`src/rtl/clk_div_pkg.sv`:
```
// Shared defaults and helpers for the clock divider bank.
package clk_div_pkg;

    localparam int unsigned NUM_CH_DEF = 2;
    localparam int unsigned CNT_W_DEF  = 25;

    // Channel i occupies bits [i*CNT_W +: CNT_W]; channel 0 is the fast bit clock.
    localparam logic [NUM_CH_DEF*CNT_W_DEF-1:0] DIV_INIT_DEF = {25'd2500, 25'd25};

    function automatic int unsigned clog2_min1(input int unsigned n);
        return (n <= 2) ? 1 : int'($clog2(n));
    endfunction

endpackage

```
`src/rtl/clk_div_chan.sv`:
```
// One divider channel: counter, active/shadow divisor, 50% output and toggle strobe.
module clk_div_chan #(
    parameter int unsigned      CNT_W   = 25,
    parameter logic [CNT_W-1:0] DIV_RST = '0
) (
    input  logic             clk,
    input  logic             RST,
    input  logic             en,
    input  logic             sync,
    input  logic             wr,
    input  logic [CNT_W-1:0] wdata,
    output logic             clk_out,
    output logic             tick,
    output logic             pending
);

    logic [CNT_W-1:0] cnt_q, cnt_d;
    logic [CNT_W-1:0] act_q, act_d;
    logic [CNT_W-1:0] shd_q, shd_d;
    logic             out_q, out_d;
    logic             tick_q, tick_d;
    logic             pend_q, pend_d;
    logic             idle;
    logic             term;

    assign idle = sync || !en;
    assign term = (cnt_q == act_q);

    always_comb begin
        cnt_d  = cnt_q;
        act_d  = act_q;
        shd_d  = shd_q;
        out_d  = out_q;
        tick_d = 1'b0;
        pend_d = pend_q;

        if (wr) begin
            shd_d  = wdata;
            pend_d = 1'b1;
        end

        if (idle) begin
            cnt_d = '0;
            out_d = 1'b0;
        end else if (term) begin
            cnt_d  = '0;
            out_d  = ~out_q;
            tick_d = 1'b1;
        end else begin
            cnt_d = cnt_q + CNT_W'(1);
        end

        // Divisor swaps only at a cnt==0 boundary so no half-period is cut short.
        if (idle || term) begin
            act_d  = wr ? wdata : shd_q;
            pend_d = 1'b0;
        end
    end

    always_ff @(posedge clk) begin
        if (RST) begin
            cnt_q  <= '0;
            act_q  <= DIV_RST;
            shd_q  <= DIV_RST;
            out_q  <= 1'b0;
            tick_q <= 1'b0;
            pend_q <= 1'b0;
        end else begin
            cnt_q  <= cnt_d;
            act_q  <= act_d;
            shd_q  <= shd_d;
            out_q  <= out_d;
            tick_q <= tick_d;
            pend_q <= pend_d;
        end
    end

    assign clk_out = out_q;
    assign tick    = tick_q;
    assign pending = pend_q;

endmodule

```
`src/rtl/clk_div_bank.sv`:
```
// Multi-channel programmable clock divider with glitch-free divisor reprogramming.
module clk_div_bank
    import clk_div_pkg::*;
#(
    parameter int unsigned               NUM_CH   = NUM_CH_DEF,
    parameter int unsigned               CNT_W    = CNT_W_DEF,
    parameter logic [NUM_CH*CNT_W-1:0]   DIV_INIT = DIV_INIT_DEF,
    localparam int unsigned              CH_W     = clog2_min1(NUM_CH)
) (
    input  logic              clk,
    input  logic              RST,
    input  logic [NUM_CH-1:0] en,
    input  logic              sync,
    input  logic              cfg_we,
    input  logic [CH_W-1:0]   cfg_ch,
    input  logic [CNT_W-1:0]  cfg_div,
    output logic [NUM_CH-1:0] clk_out,
    output logic [NUM_CH-1:0] tick,
    output logic [NUM_CH-1:0] cfg_pending
);

    // Out-of-range channel indices are possible when NUM_CH is not a power of two.
    logic ch_ok;
    assign ch_ok = (32'(cfg_ch) < NUM_CH);

    for (genvar i = 0; i < NUM_CH; i++) begin : g_ch
        logic wr;
        assign wr = cfg_we && ch_ok && (32'(cfg_ch) == i);

        clk_div_chan #(
            .CNT_W   (CNT_W),
            .DIV_RST (DIV_INIT[i*CNT_W +: CNT_W])
        ) u_chan (
            .clk     (clk),
            .RST     (RST),
            .en      (en[i]),
            .sync    (sync),
            .wr      (wr),
            .wdata   (cfg_div),
            .clk_out (clk_out[i]),
            .tick    (tick[i]),
            .pending (cfg_pending[i])
        );
    end

endmodule

```
`config.mk`:
```
export PLATFORM = sky130hd
export DESIGN_NAME = clk_div_bank
export DESIGN_NICKNAME = d
export VERILOG_FILES = /design/src/rtl/clk_div_pkg.sv /design/src/rtl/clk_div_chan.sv /design/src/rtl/clk_div_bank.sv
export SDC_FILE = /design/constraint.sdc
export NUM_CORES = 1
export LEC_CHECK = 0
export CAP_MARGIN = 5
export CORE_UTILIZATION = 35
export CTS_CLUSTER_SIZE = 10
export DETAILED_ROUTE_END_ITERATION = 12
export GPL_TIMING_DRIVEN = 0
export PLACE_DENSITY = 0.6
export SLEW_MARGIN = 20
export SYNTH_ARGS = -nofsm -noshare
export SYNTH_HDL_FRONTEND = slang
export SYNTH_SLANG_ARGS = --single-unit
```
`constraint.sdc`:
```
create_clock -name clk -period 1.8 [get_ports clk]
set_input_delay 0.36 -clock clk [delete_from_list [all_inputs] [get_ports clk]]
set_output_delay 0.36 -clock clk [all_outputs]
set_load 0.02 [all_outputs]
```
Yosys cells after proc, flatten, opt, wreduce, memory -nomap -nowiden
Index checks and enable logic that the tools add are counted.

Flip-flop bits (word level): 156. Input port bits: 32. Output and inout bits: 6. Word-level logic and storage cells: 37.

Add/sub/neg operators: 2. Equality and inequality tests: 2. Mux-type cells: 4. Bitwise operators: 3. Reductions and logical operators: 14.

Operators by type and width (count): $add A25 B1 Y25 const B (2); $eq A25 B25 Y1 (2); $mux W25 (2); $reduce_or A2 Y1 (4); $reduce_or A3 Y1 (2); $logic_or A1 B1 Y1 (4); $not A1 Y1 (3); $logic_and A1 B1 Y1 (2); $logic_not A1 Y1 (2); $mux W1 (2).

Logic depth before layout (Yosys ltp)
Depth in word-level cells: 4. Mapped depth: 7. Mapped depth without buffers: 6.

Hierarchy
Synthesis repeated with hierarchy kept, for this count alone.

Cells, all modules: 620. Area total of the unflattened synthesis: 6337.3 um^2.

Modules (own cells, without submodules): clk_div_chan at g_ch[0].u_chan (instances 1, cells each 305, area an instance 3196.8 um^2, sequential area each 1561.5 um^2); clk_div_chan at g_ch[1].u_chan (instances 1, cells each 313, area an instance 3124.2 um^2, sequential area each 1561.5 um^2); clk_div_bank (instances 1, cells each 2, area an instance 16.3 um^2, sequential area each 0.0 um^2).

Worst setup path after synthesis
No wires, ideal clock.

Path type: register to register. Start point: register g_ch[0].u_chan.cnt_q[5]. End point: register g_ch[0].u_chan.act_q[10]. Setup time: 117 ps. Arrival: 1644 ps. Data required time: 1683 ps. Slack: 39 ps. Stages on the path, launching flop included: 8. Buffers on the path: 2. Clock period less this slack: 1761 ps. Cells stage by stage: dfxtp_1 > buf_6 > xor2_1 > nor4_2 > nand4_4 > o21a_4 > buf_6 > o22a_1.

Word-level cells in the longest chain between the ends: 2.

RTL lines: start, declared (RTL line clk_div_chan.sv:17) `logic [CNT_W-1:0] cnt_q, cnt_d;`; start signal, assigned (RTL line clk_div_chan.sv:69) `cnt_q <= cnt_d;`; $eq A25 B25 Y1 (RTL line clk_div_chan.sv:27) `assign term = (cnt_q == act_q);`; $logic_or A1 B1 Y1 (RTL line clk_div_chan.sv:54) `if (idle || term) begin`; end signal, assigned (RTL line clk_div_chan.sv:70) `act_q <= act_d;`; end, declared (RTL line clk_div_chan.sv:18) `logic [CNT_W-1:0] act_q, act_d;`.

Every way passes these cells. A chain may end at the register's enable or synchronous reset.

Worst setup path after layout
Start point: register g_ch[0].u_chan.act_q[8]. End point: register g_ch[0].u_chan.act_q[3].

Word-level cells in the longest chain between the ends: 2.

RTL lines (RTL line): $eq A25 B25 Y1 (clk_div_chan.sv:27); $logic_or A1 B1 Y1 (clk_div_chan.sv:54).

Every way passes these cells.

==> results <==
- The run finished, with violations left.
- The checks that failed: negative setup slack.
- After synthesis, the largest area contributor takes up 49.2% of total cell area.
- The final estimated routing congestion in global placement is 0.797.
- The floorplan has 48 rows.
- The peak supply drop is 0.585 mV.
- Sequential cells were found to cover 49.2% of the synthesized design area.
- The leakage power figure is 3.30 nW.
- The endpoint kind of the worst setup timing path is a flop.
- After clock tree synthesis, the clock-pin slew on the worst setup and hold paths is 0.06 ns.
- The antenna cell count is 0.
- The finished cells cover 8460 um^2.
- The power density over cell area is 980 nW/um^2.
- The post-synthesis cell area is 6340 um^2.
- The instance area after placement is 6980 um^2.
- The synthesized netlist cell count is 691.
- The worst hold path belongs to the class reg2reg.
- The placeable core region is 17500 um^2.
- Timing would allow up to 538 MHz.
- The startpoint type of the worst setup path is a flop.
- The final layout contains routed wiring with a total length of 15.4 mm.
- The number of setup violations in the final report is 56.
- The initial antenna violation count is 0.
- The number of buffers inserted by port buffering is 36.
- Yosys mapped a number of flops with a built-in enable equal to 0.
- The maximum root-to-sink buffer count is 2.
- For this block, the initial DRC count from the detailed router was 254.
- The max-slew violation total from the final report came to 0.
- In the routed design, unresolved DRC markers number 0.
- The overall power is 0.00829 W.
- The share of the clock period used by the worst path is 103%.
- Setup repair after global routing could not meet its margin everywhere.
- Global routing finished with a remaining overflow of 0.
- Leaving out fill and tap cells, the most frequent cells in the layout are 118 x sky130_fd_sc_hd__nand2_1, 118 x sky130_fd_sc_hd__dfxtp_1, 57 x sky130_fd_sc_hd__xor2_1, 51 x sky130_fd_sc_hd__nor2_1, 43 x sky130_fd_sc_hd__a21oi_1.
- The overall die width is 137 um.
- The die boundary height is 137 um.
- The total of max-cap violations is 0.
- In this run, synthesis produced a sequential element count of 156.
- The transition time at the pin with the least slew margin is 0.571 ns.
- The half-perimeter wire length of the detailed placement result is 10.9 mm.
- The via count of the first global-routing pass is 4699.
- The worst-case clock skew is 0.00871 ns.
- For this configuration, the core starts out at a cell density of 36.3%.
- The depth of the CTS H-tree is 4.
- The leading area contributor after synthesis is sky130_fd_sc_hd__dfxtp_1.
- Clock tree synthesis inserted a total of 17 buffers.
- For this run, the number of Yosys warnings is 0.
- The final critical path time including I/O delays and setup is 1.86 ns.
- For the worst flop-to-flop path, the logic depth is 7.
- In this run the worst path has a maximum fanout of 7.
- TritonCTS built the clock tree.
- Measured against its own limit, the worst slew margin works out to 61.9%.
- Compared with the post-synthesis result, the final layout area differs by 33.3%.
- The final hold slack is 0.461 ns.
- Buffers inserted to repair hold after CTS numbered 0.
- The die covers 18700 um^2.
- After layout, the worst setup slack is -0.0575 ns.
- The net count of the finished layout is 808.
- The overall global routing resource usage is 17.2%.
- The latest clock arrival within the worst-skew pair is 0.42 ns.
- After synthesis, the mean cell area works out to 9.18 um^2.
- In this run the remaining antenna-violating nets after routing total 0.
- For the worst setup path, the data required time is 2.16 ns.
- The placement-stage worst setup slack is -0.517 ns.
- The number of distinct standard cells referenced by the synthesized netlist is 39.
- The critical path class is reg2reg.
- The number of endpoints with negative hold slack in the final report was 0.
- The global-route wire length before repair is 24.2 mm.
- The first-pass detailed-route iteration total is 5.
- The filler cell count in the final layout is 1664.
- When the netlist entered floorplanning its net count stood at 725.
- The number of top-level pins is 38.
- Entering global routing, the biggest net connects 17 pins.
- The clock root buffer is sky130_fd_sc_hd__clkbuf_16.
- In the synthesized netlist the async set-or-reset flop fraction comes to 0%.
- The worst hold path cell count is 2.
- The register-to-register setup slack is -0.06 ns.
- The total negative setup slack is -1.48 ns.
- The total number of clock tree sinks is 156.
- The via density per instance is 4.89.
- The most common flop cell mapped by yosys is sky130_fd_sc_hd__dfxtp_1.
- Data arrives at the worst endpoint at 2.22 ns.
- The ratio of cells with drive above 1 in the final layout is 24.5%.
- The vias after detailed routing is 4942.
- Yosys attributes the largest share of cell area to sky130_fd_sc_hd__dfxtp_1 49%, sky130_fd_sc_hd__xor2_1 8.7%, sky130_fd_sc_hd__nand2_1 7.0%.
- The wire length per cell is 15.2 um.
[worst paths after layout]
kind,from,to
setup / recovery,g_ch[0].u_chan.act_q[8]$_SDFFE_PP0P_,g_ch[0].u_chan.act_q[3]$_SDFFE_PP1P_
hold / removal,g_ch[0].u_chan.shd_q[22]$_SDFF_PP0_,g_ch[0].u_chan.shd_q[22]$_SDFF_PP0_
setup reg to reg,g_ch[0].u_chan.act_q[8]$_SDFFE_PP0P_,g_ch[0].u_chan.act_q[3]$_SDFFE_PP1P_
hold reg to reg,g_ch[0].u_chan.shd_q[22]$_SDFF_PP0_,g_ch[0].u_chan.shd_q[22]$_SDFF_PP0_
[area by class of cell]
class | instances | area, um^2 | share of cell area [%]
plain buffers | 39 | 289 | 3.42
clock buffers | 22 | 454 | 5.37
clock inverters | 8 | 190 | 2.25
inverters | 13 | 48.8 | 0.577
multi-input cells | 480 | 3300 | 39.0
flip-flops and latches | 156 | 3190 | 37.8
well taps | 225 | 282 | 3.33
repair buffers | 67 | 698 | 8.26
[metrics by stage]
stage	cells	util (%)
2_1_floorplan	691	-
3_5_place_dp	952	40.0
3_3_place_gp	952	40.0
6_report	1010	48.4
4_1_cts	996	45.4
5_1_grt	1010	48.4
[registers in the layout (all words and copies together), names as in the netlist]
signal               count
g_ch.u_chan.shd_q       50
g_ch.u_chan.tick         2
g_ch.u_chan.pending      2
g_ch.u_chan.act_q       50
g_ch.u_chan.cnt_q       50
g_ch.u_chan.clk_out      2
[cell families (layout without fill, tap and decap cells)]
| logic type | after synthesis | count (layout) | share of synthesized area, % |
|---|---|---|---|
| compound gates | 102 | 102 | 11.7 |
| xor+xnor | 96 | 96 | 13.3 |
| fa+ha+maj | 2 | 2 | 0.394 |
| buf+inv | 55 | 149 | 4.56 |
| flops | 156 | 156 | 49.2 |
| simple gates | 280 | 280 | 20.9 |
[critical path, stage by stage, from the launching register on]
cell and delay (ns):
sky130_fd_sc_hd__dfxtp_2 0.34, sky130_fd_sc_hd__xor2_2 0.18, sky130_fd_sc_hd__nor4_4 0.33, sky130_fd_sc_hd__nand4_4 0.19, sky130_fd_sc_hd__buf_6 0.17, sky130_fd_sc_hd__o21ai_4 0.28
sky130_fd_sc_hd__buf_6 0.20, sky130_fd_sc_hd__o2bb2ai_2 0.10
[power breakdown]
part | internal, W | leakage (nW) | switching, W
Combinational | 0.000318 | 1.69 | 0.000332
Sequential | 0.00359 | 1.29 | 0.0000872
Clock | 0.00262 | 0.314 | 0.00135
[per-layer routing]
metal	up-vias	global-route usage, %	share of wire [%]
li1	2496	-	-
met1	2331	24.6	50
met2	96	24.9	43
met3	19	3.59	5.1
met4	0	6.73	1.8
met5	-	0	0
[Yosys cell counts (3+ instances only)]
library cell,number
sky130_fd_sc_hd__buf_6,5
sky130_fd_sc_hd__xnor2_1,33
sky130_fd_sc_hd__nor4_2,3
sky130_fd_sc_hd__and4_1,4
sky130_fd_sc_hd__inv_1,13
sky130_fd_sc_hd__dfxtp_1,156
sky130_fd_sc_hd__xor2_1,63
sky130_fd_sc_hd__and3_1,3
sky130_fd_sc_hd__o22a_2,3
sky130_fd_sc_hd__nand4_1,7
sky130_fd_sc_hd__nand3b_1,8
sky130_fd_sc_hd__nor4_1,19
sky130_fd_sc_hd__nor3_1,10
sky130_fd_sc_hd__nor2b_1,6
sky130_fd_sc_hd__o22a_1,39
sky130_fd_sc_hd__a21oi_1,44
sky130_fd_sc_hd__nor2_1,65
sky130_fd_sc_hd__buf_2,6
sky130_fd_sc_hd__nand3_1,24
sky130_fd_sc_hd__nand2_1,118
sky130_fd_sc_hd__buf_4,10
sky130_fd_sc_hd__clkbuf_1,21
sky130_fd_sc_hd__and2_1,4
sky130_fd_sc_hd__o2bb2ai_1,8
[what timing repair did]
item                       CTS  global route
pin swaps                   48            58
gates resized for setup     70           103
buffers inserted            12             9
setup endpoints to repair  109           106
cloned                       5             5
No activity file was read; power rests on OpenSTA's default activity.
==> patch 1: new RTL, config.mk and constraints unchanged <==
Register the input `cfg_div` before use, without a reset. The logic sees it one clock later. The other inputs are not delayed to match.
--- a/src/rtl/clk_div_bank.sv
+++ b/src/rtl/clk_div_bank.sv
@@ -21,2 +21,8 @@
 
+    logic [CNT_W-1:0] cfg_div_q;
+
+    always_ff @(posedge clk) begin
+        cfg_div_q <= cfg_div;
+    end
+
     // Out-of-range channel indices are possible when NUM_CH is not a power of two.
@@ -38,3 +44,3 @@
             .wr      (wr),
-            .wdata   (cfg_div),
+            .wdata   (cfg_div_q),
             .clk_out (clk_out[i]),
Formal check against the unedited RTL: not equivalent (Yosys sat finds a counterexample within 4 cycles, from zero or initial values and one cycle with RST high).
==> patch 1 against the unedited design <==
- the flow still finishes with violations (negative setup slack)
- sequential share of layout area grew 3.8 points
- sequential cell count grew 25
- worst hold slack lost 0.091 ns
- sequential power grew 17%
- clock skew shrank 0.0022 ns
- via count grew 2.2%
- design area grew 4.4%
- total power grew 5.1%
- setup slack lost 0.020 ns
- synthesized area grew 6.4%
- critical path depth grew 1
- clock power shrank 4%
- wire length grew 3.5%
- critical path type unchanged
- critical endpoint is now g_ch[0].u_chan.act_q[9]
- largest cell class is now sequential cells
- largest power group is now sequential cells
==> patch 1: results (changes against the unedited design) <==
.. list-table::
   :header-rows: 1

   * - Metric
     - Value
   * - Post-Route Hold Slack
     - 0.370 ns (was 0.461 ns)
   * - End of the critical path
     - g_ch[0].u_chan.act_q[9] (was g_ch[0].u_chan.act_q[3])
   * - Min-Delay Path Class
     - input port to flip-flop (was flip-flop to flip-flop)
   * - Worst path slowest cell
     - sky130_fd_sc_hd__nor4_4 (was sky130_fd_sc_hd__dfxtp_2)
   * - Comb power
     - 0.616 mW (was 0.650 mW)
   * - Outcome
     - finished with violations (unchanged)
   * - Wirelength, routed
     - 15900 um (was 15400 um)
   * - Placed wire-length estimate
     - 10700 um (was 10900 um)
   * - Number of fillers in the final layout
     - 1812 (was 1664)
   * - Violated checks
     - negative setup slack (unchanged)
   * - Setup-failing EPs final
     - 33 (was 56)
   * - Area contributors post-synth
     - sky130_fd_sc_hd__dfxtp_1 54%, sky130_fd_sc_hd__xor2_1 8.8%, sky130_fd_sc_hd__nand2_1 6.6% (was sky130_fd_sc_hd__dfxtp_1 49%, sky130_fd_sc_hd__xor2_1 8.7%, sky130_fd_sc_hd__nand2_1 7.0%)
   * - Sequential share of the synthesized area
     - 0.537 (was 0.492)
   * - Number of global-route vias before repair
     - 4744 (was 4699)
   * - Drt first-iter violations
     - 272 (was 254)
   * - Worst min-delay path endpoint
     - cfg_div_q[5] (was g_ch[0].u_chan.shd_q[22])
   * - Hold path startpoint
     - cfg_div[5] (was g_ch[0].u_chan.shd_q[22])
   * - Final total power
     - 8.71 mW (was 8.29 mW)
   * - Placer Congestion
     - 0.780 (was 0.797)
   * - Global-route wire length before repair
     - 24600 um (was 24200 um)
   * - Data arrival time of the critical path
     - 2.25 ns (was 2.22 ns)
   * - Worst voltage drop across the vdd grid
     - 645 uV (was 585 uV)
   * - Post-layout worst setup margin
     - -0.0770 ns (was -0.0575 ns)
   * - Largest incremental delay on the critical path
     - 0.36 ns (was 0.34 ns)
   * - Transition time at the pin with the least slew margin
     - 0.520 ns (was 0.571 ns)
   * - Most frequent cells after synthesis
     - 181 x sky130_fd_sc_hd__dfxtp_1, 119 x sky130_fd_sc_hd__nand2_1, 69 x sky130_fd_sc_hd__nor2_1, 68 x sky130_fd_sc_hd__xor2_1, 45 x sky130_fd_sc_hd__a21oi_1 (was 156 x sky130_fd_sc_hd__dfxtp_1, 118 x sky130_fd_sc_hd__nand2_1, 65 x sky130_fd_sc_hd__nor2_1, 63 x sky130_fd_sc_hd__xor2_1, 44 x sky130_fd_sc_hd__a21oi_1)
   * - Final #Nets
     - 834 (was 808)
   * - FF-to-FF path depth
     - 8 (was 7)
   * - Placed cell areas
     - 0.00743 mm^2 (was 0.00698 mm^2)
   * - Number of vias in the routed layout
     - 5050 (was 4942)
   * - Aggregate negative setup slack
     - -1.27 ns (was -1.48 ns)
   * - Fraction of layout instances using a drive strength above 1
     - 0.214 (was 0.245)
patch 1: cell types whose count changed after synthesis, sizes merged, moves of 3 or more:
| cell | change |
|---|---|
| xor2 | +5 |
| xnor2 | -6 |
| or3 | +3 |
| dfxtp | +25 |
| nor2 | +4 |
| nor4 | -10 |
| nand3 | -3 |
patch 1: kinds of logic (layout without fill, tap and decap cells):
kind of cell	after synthesis	after routing	share of synthesized area
and+or+nand+nor	275	275	0.185
DFF	181	181	0.537
buffers and inverters	54	155	0.0432
adders and majority gates	2	2	0.00371
xor gates and xnor gates	95	95	0.123
AOI/OAI and AO/OA	104	105	0.107
patch 1: layer usage:
layer | vias up | routed length [um] | GRT usage
li1 | 2548 | - | -
met1 | 2414 | 8190 | 0.233
met2 | 78 | 6910 | 0.233
met3 | 10 | 657 | 0.0377
met4 | 0 | 138 | 0.0549
met5 | - | 0 | 0
patch 1: timing repair:
item                                    CTS  global route
hold buffers                              0             0
pin swaps                                25            56
gates resized for setup                  52           103
gates cloned                              2             9
buffers inserted                         16            13
endpoints found under the setup margin  114           106
patch 1: cell type report:
cell class | count | share of cell area
Tap cell | 260 | 0.0368
Buffer | 40 | 0.0336
Inverter | 11 | 0.00467
Timing Repair Buffer | 72 | 0.0861
Multi-Input combinational cell | 477 | 0.355
Sequential cell | 181 | 0.415
Clock inverter | 12 | 0.0173
Clock buffer | 20 | 0.0517
patch 1: through the flow:
stage,utilization,setup WS [ns],std cells
3_5_place_dp,0.395,-0.561,1007
6_report,0.469,-0.0770,1073
5_1_grt,0.469,-0.160,1073
4_1_cts,0.442,-0.0649,1056
3_3_place_gp,0.395,-0.535,1007
2_1_floorplan,-,0.0530,711
==> patch 2: new RTL, config.mk and constraints unchanged <==
Made on the original files. Set the package constant `CNT_W_DEF` to 50 (it was 25).
--- a/src/rtl/clk_div_pkg.sv
+++ b/src/rtl/clk_div_pkg.sv
@@ -4,3 +4,3 @@
     localparam int unsigned NUM_CH_DEF = 2;
-    localparam int unsigned CNT_W_DEF  = 25;
+    localparam int unsigned CNT_W_DEF  = 50;
 
Ports: changed (resized cfg_div); port bits go from 38 to 63. No check against the original RTL was run, so the function may have changed too.
==> patch 2 against the unedited design <==
- the run still ends with negative setup slack left
- synthesized cell count grew 110%
- non-clock buffer count increased by 114
- synthesized area rose by 110%
- setup slack worse by 0.33 ns
- wire length grew to 2.6 times the old value
- design area up 110%
- die area is 110% higher
- sequential cell count rose by 150
- total power increased by 84%
- utilization is 0.60 points lower
- critical endpoint is now g_ch[1].u_chan.act_q[45]
- largest cell class unchanged
==> patch 2: results (changes against the unedited design) <==
.. list-table::
   :header-rows: 1

   * - Metric
     - Value
   * - Hold path startpoint
     - cfg_we (was g_ch[0].u_chan.shd_q[22])
   * - Syn nets
     - 1527 (was 725)
   * - Average wire per cell in the routed design
     - 18.3 um (was 15.2 um)
   * - Area contributors post-synth
     - sky130_fd_sc_hd__dfxtp_1 46%, sky130_fd_sc_hd__xnor2_1 7.8%, sky130_fd_sc_hd__nand2_1 5.1% (was sky130_fd_sc_hd__dfxtp_1 49%, sky130_fd_sc_hd__xor2_1 8.7%, sky130_fd_sc_hd__nand2_1 7.0%)
   * - Violated checks
     - negative setup slack (unchanged)
   * - Overall global routing resource usage
     - 0.200 (was 0.172)
   * - Placer Congestion
     - 0.934 (was 0.797)
   * - H-tree depth
     - 2 (was 4)
   * - Outcome
     - finished with violations (unchanged)
   * - Largest incremental delay on the critical path
     - 0.36 ns (was 0.34 ns)
   * - Fraction of layout instances using a drive strength above 1
     - 0.289 (was 0.245)
   * - Top flop regs
     - g_ch.u_chan.act_q (100), g_ch.u_chan.cnt_q (100), g_ch.u_chan.shd_q (100) (was g_ch.u_chan.act_q (50), g_ch.u_chan.cnt_q (50), g_ch.u_chan.shd_q (50))
   * - Min-Delay Path Class
     - input port to flip-flop (was flip-flop to flip-flop)
   * - CTS max path bufs
     - 3 (was 2)
   * - Drt first-iter violations
     - 496 (was 254)
   * - Worst path slowest cell
     - sky130_fd_sc_hd__dfxtp_4 (was sky130_fd_sc_hd__dfxtp_2)
   * - Vias per cell
     - 5.03 (was 4.89)
   * - Data arrival time of the critical path
     - 2.58 ns (was 2.22 ns)
   * - Placed wire-length estimate
     - 27000 um (was 10900 um)
   * - Most frequent cells after synthesis
     - 306 x sky130_fd_sc_hd__dfxtp_1, 180 x sky130_fd_sc_hd__nand2_1, 119 x sky130_fd_sc_hd__a21oi_1, 119 x sky130_fd_sc_hd__xnor2_1, 97 x sky130_fd_sc_hd__nor2b_1 (was 156 x sky130_fd_sc_hd__dfxtp_1, 118 x sky130_fd_sc_hd__nand2_1, 65 x sky130_fd_sc_hd__nor2_1, 63 x sky130_fd_sc_hd__xor2_1, 44 x sky130_fd_sc_hd__a21oi_1)
   * - Post-layout worst setup margin
     - -0.389 ns (was -0.0575 ns)
   * - Routed wire length on met3
     - 1190 um (was 780 um)
   * - Final #Nets
     - 1691 (was 808)
   * - Number of global-route vias before repair
     - 10800 (was 4699)
   * - Number of fillers in the final layout
     - 3441 (was 1664)
   * - Setup-failing EPs final
     - 205 (was 56)
   * - Clock insertion delay at the later pin of the skew report
     - 0.51 ns (was 0.42 ns)
   * - Leakage power
     - 6.26 nW (was 3.30 nW)
   * - Aggregate negative setup slack
     - -62.04 ns (was -1.48 ns)
   * - Number of clock buffers inserted by TritonCTS
     - 37 (was 17)
   * - Worst min-delay path endpoint
     - g_ch[1].u_chan.shd_q[49] (was g_ch[0].u_chan.shd_q[22])
   * - Global-route wire length before repair
     - 60200 um (was 24200 um)
   * - Biggest fanout along the worst timing path
     - 6 (was 7)
patch 2: cell types whose count changed after synthesis, sizes merged, moves of 26 or more:
cell / before / now
o22a: 42 / 0
a21oi: 44 / 119
nand2: 118 / 180
dfxtp: 156 / 306
mux2: 0 / 92
nand3: 24 / 89
nor2: 65 / 91
clkbuf: 21 / 60
xnor2: 33 / 119
nand4: 9 / 66
nor2b: 6 / 97
patch 2: cell type report:
class / count / share of cell area
clock buffer: 45 / 0.0567
buffer: 92 / 0.0350
tap: 511 / 0.0356
multi-input combinational: 1058 / 0.448
inverter: 9 / 0.00188
clock inverter: 3 / 0.00105
sequential: 306 / 0.348
timing repair buffer: 128 / 0.0735
patch 2: cells by family after synthesis:
kind of cell / after synthesis / share of synthesized area
xor gates and xnor gates: 170 / 0.112
muxes: 94 / 0.0794
DFF: 306 / 0.460
and+or+nand+nor: 633 / 0.249
adders and majority gates: 2 / 0.00188
buffers and inverters: 106 / 0.0333
AOI/OAI and AO/OA: 157 / 0.0647
patch 2: metrics by stage:
stage	area [um^2]	setup WS (ns)	instances	utilization	power [mW]
final	18000	-0.389	2152	0.478	15.2
after global routing	18000	-0.428	2152	0.478	15.8
after CTS	17100	-0.294	2145	0.456	15.2
after global placement	14600	-0.781	2038	0.388	8.31
after floorplan	13300	-0.0339	1468	-	7.90
after detailed placement	14600	-0.846	2038	0.388	8.33
patch 2: where the power goes:
group	internal, mW	switching (mW)	total, mW
combinational	0.727	0.791	1.52
sequential	6.98	0.134	7.12
clock	3.93	2.67	6.60
patch 2: timing repair:
action,4_1_cts,5_1_grt
pin swaps,42,69
setup buffers,46,6
resized for setup,270,199
cloned,16,5
endpoints found under the setup margin,212,212
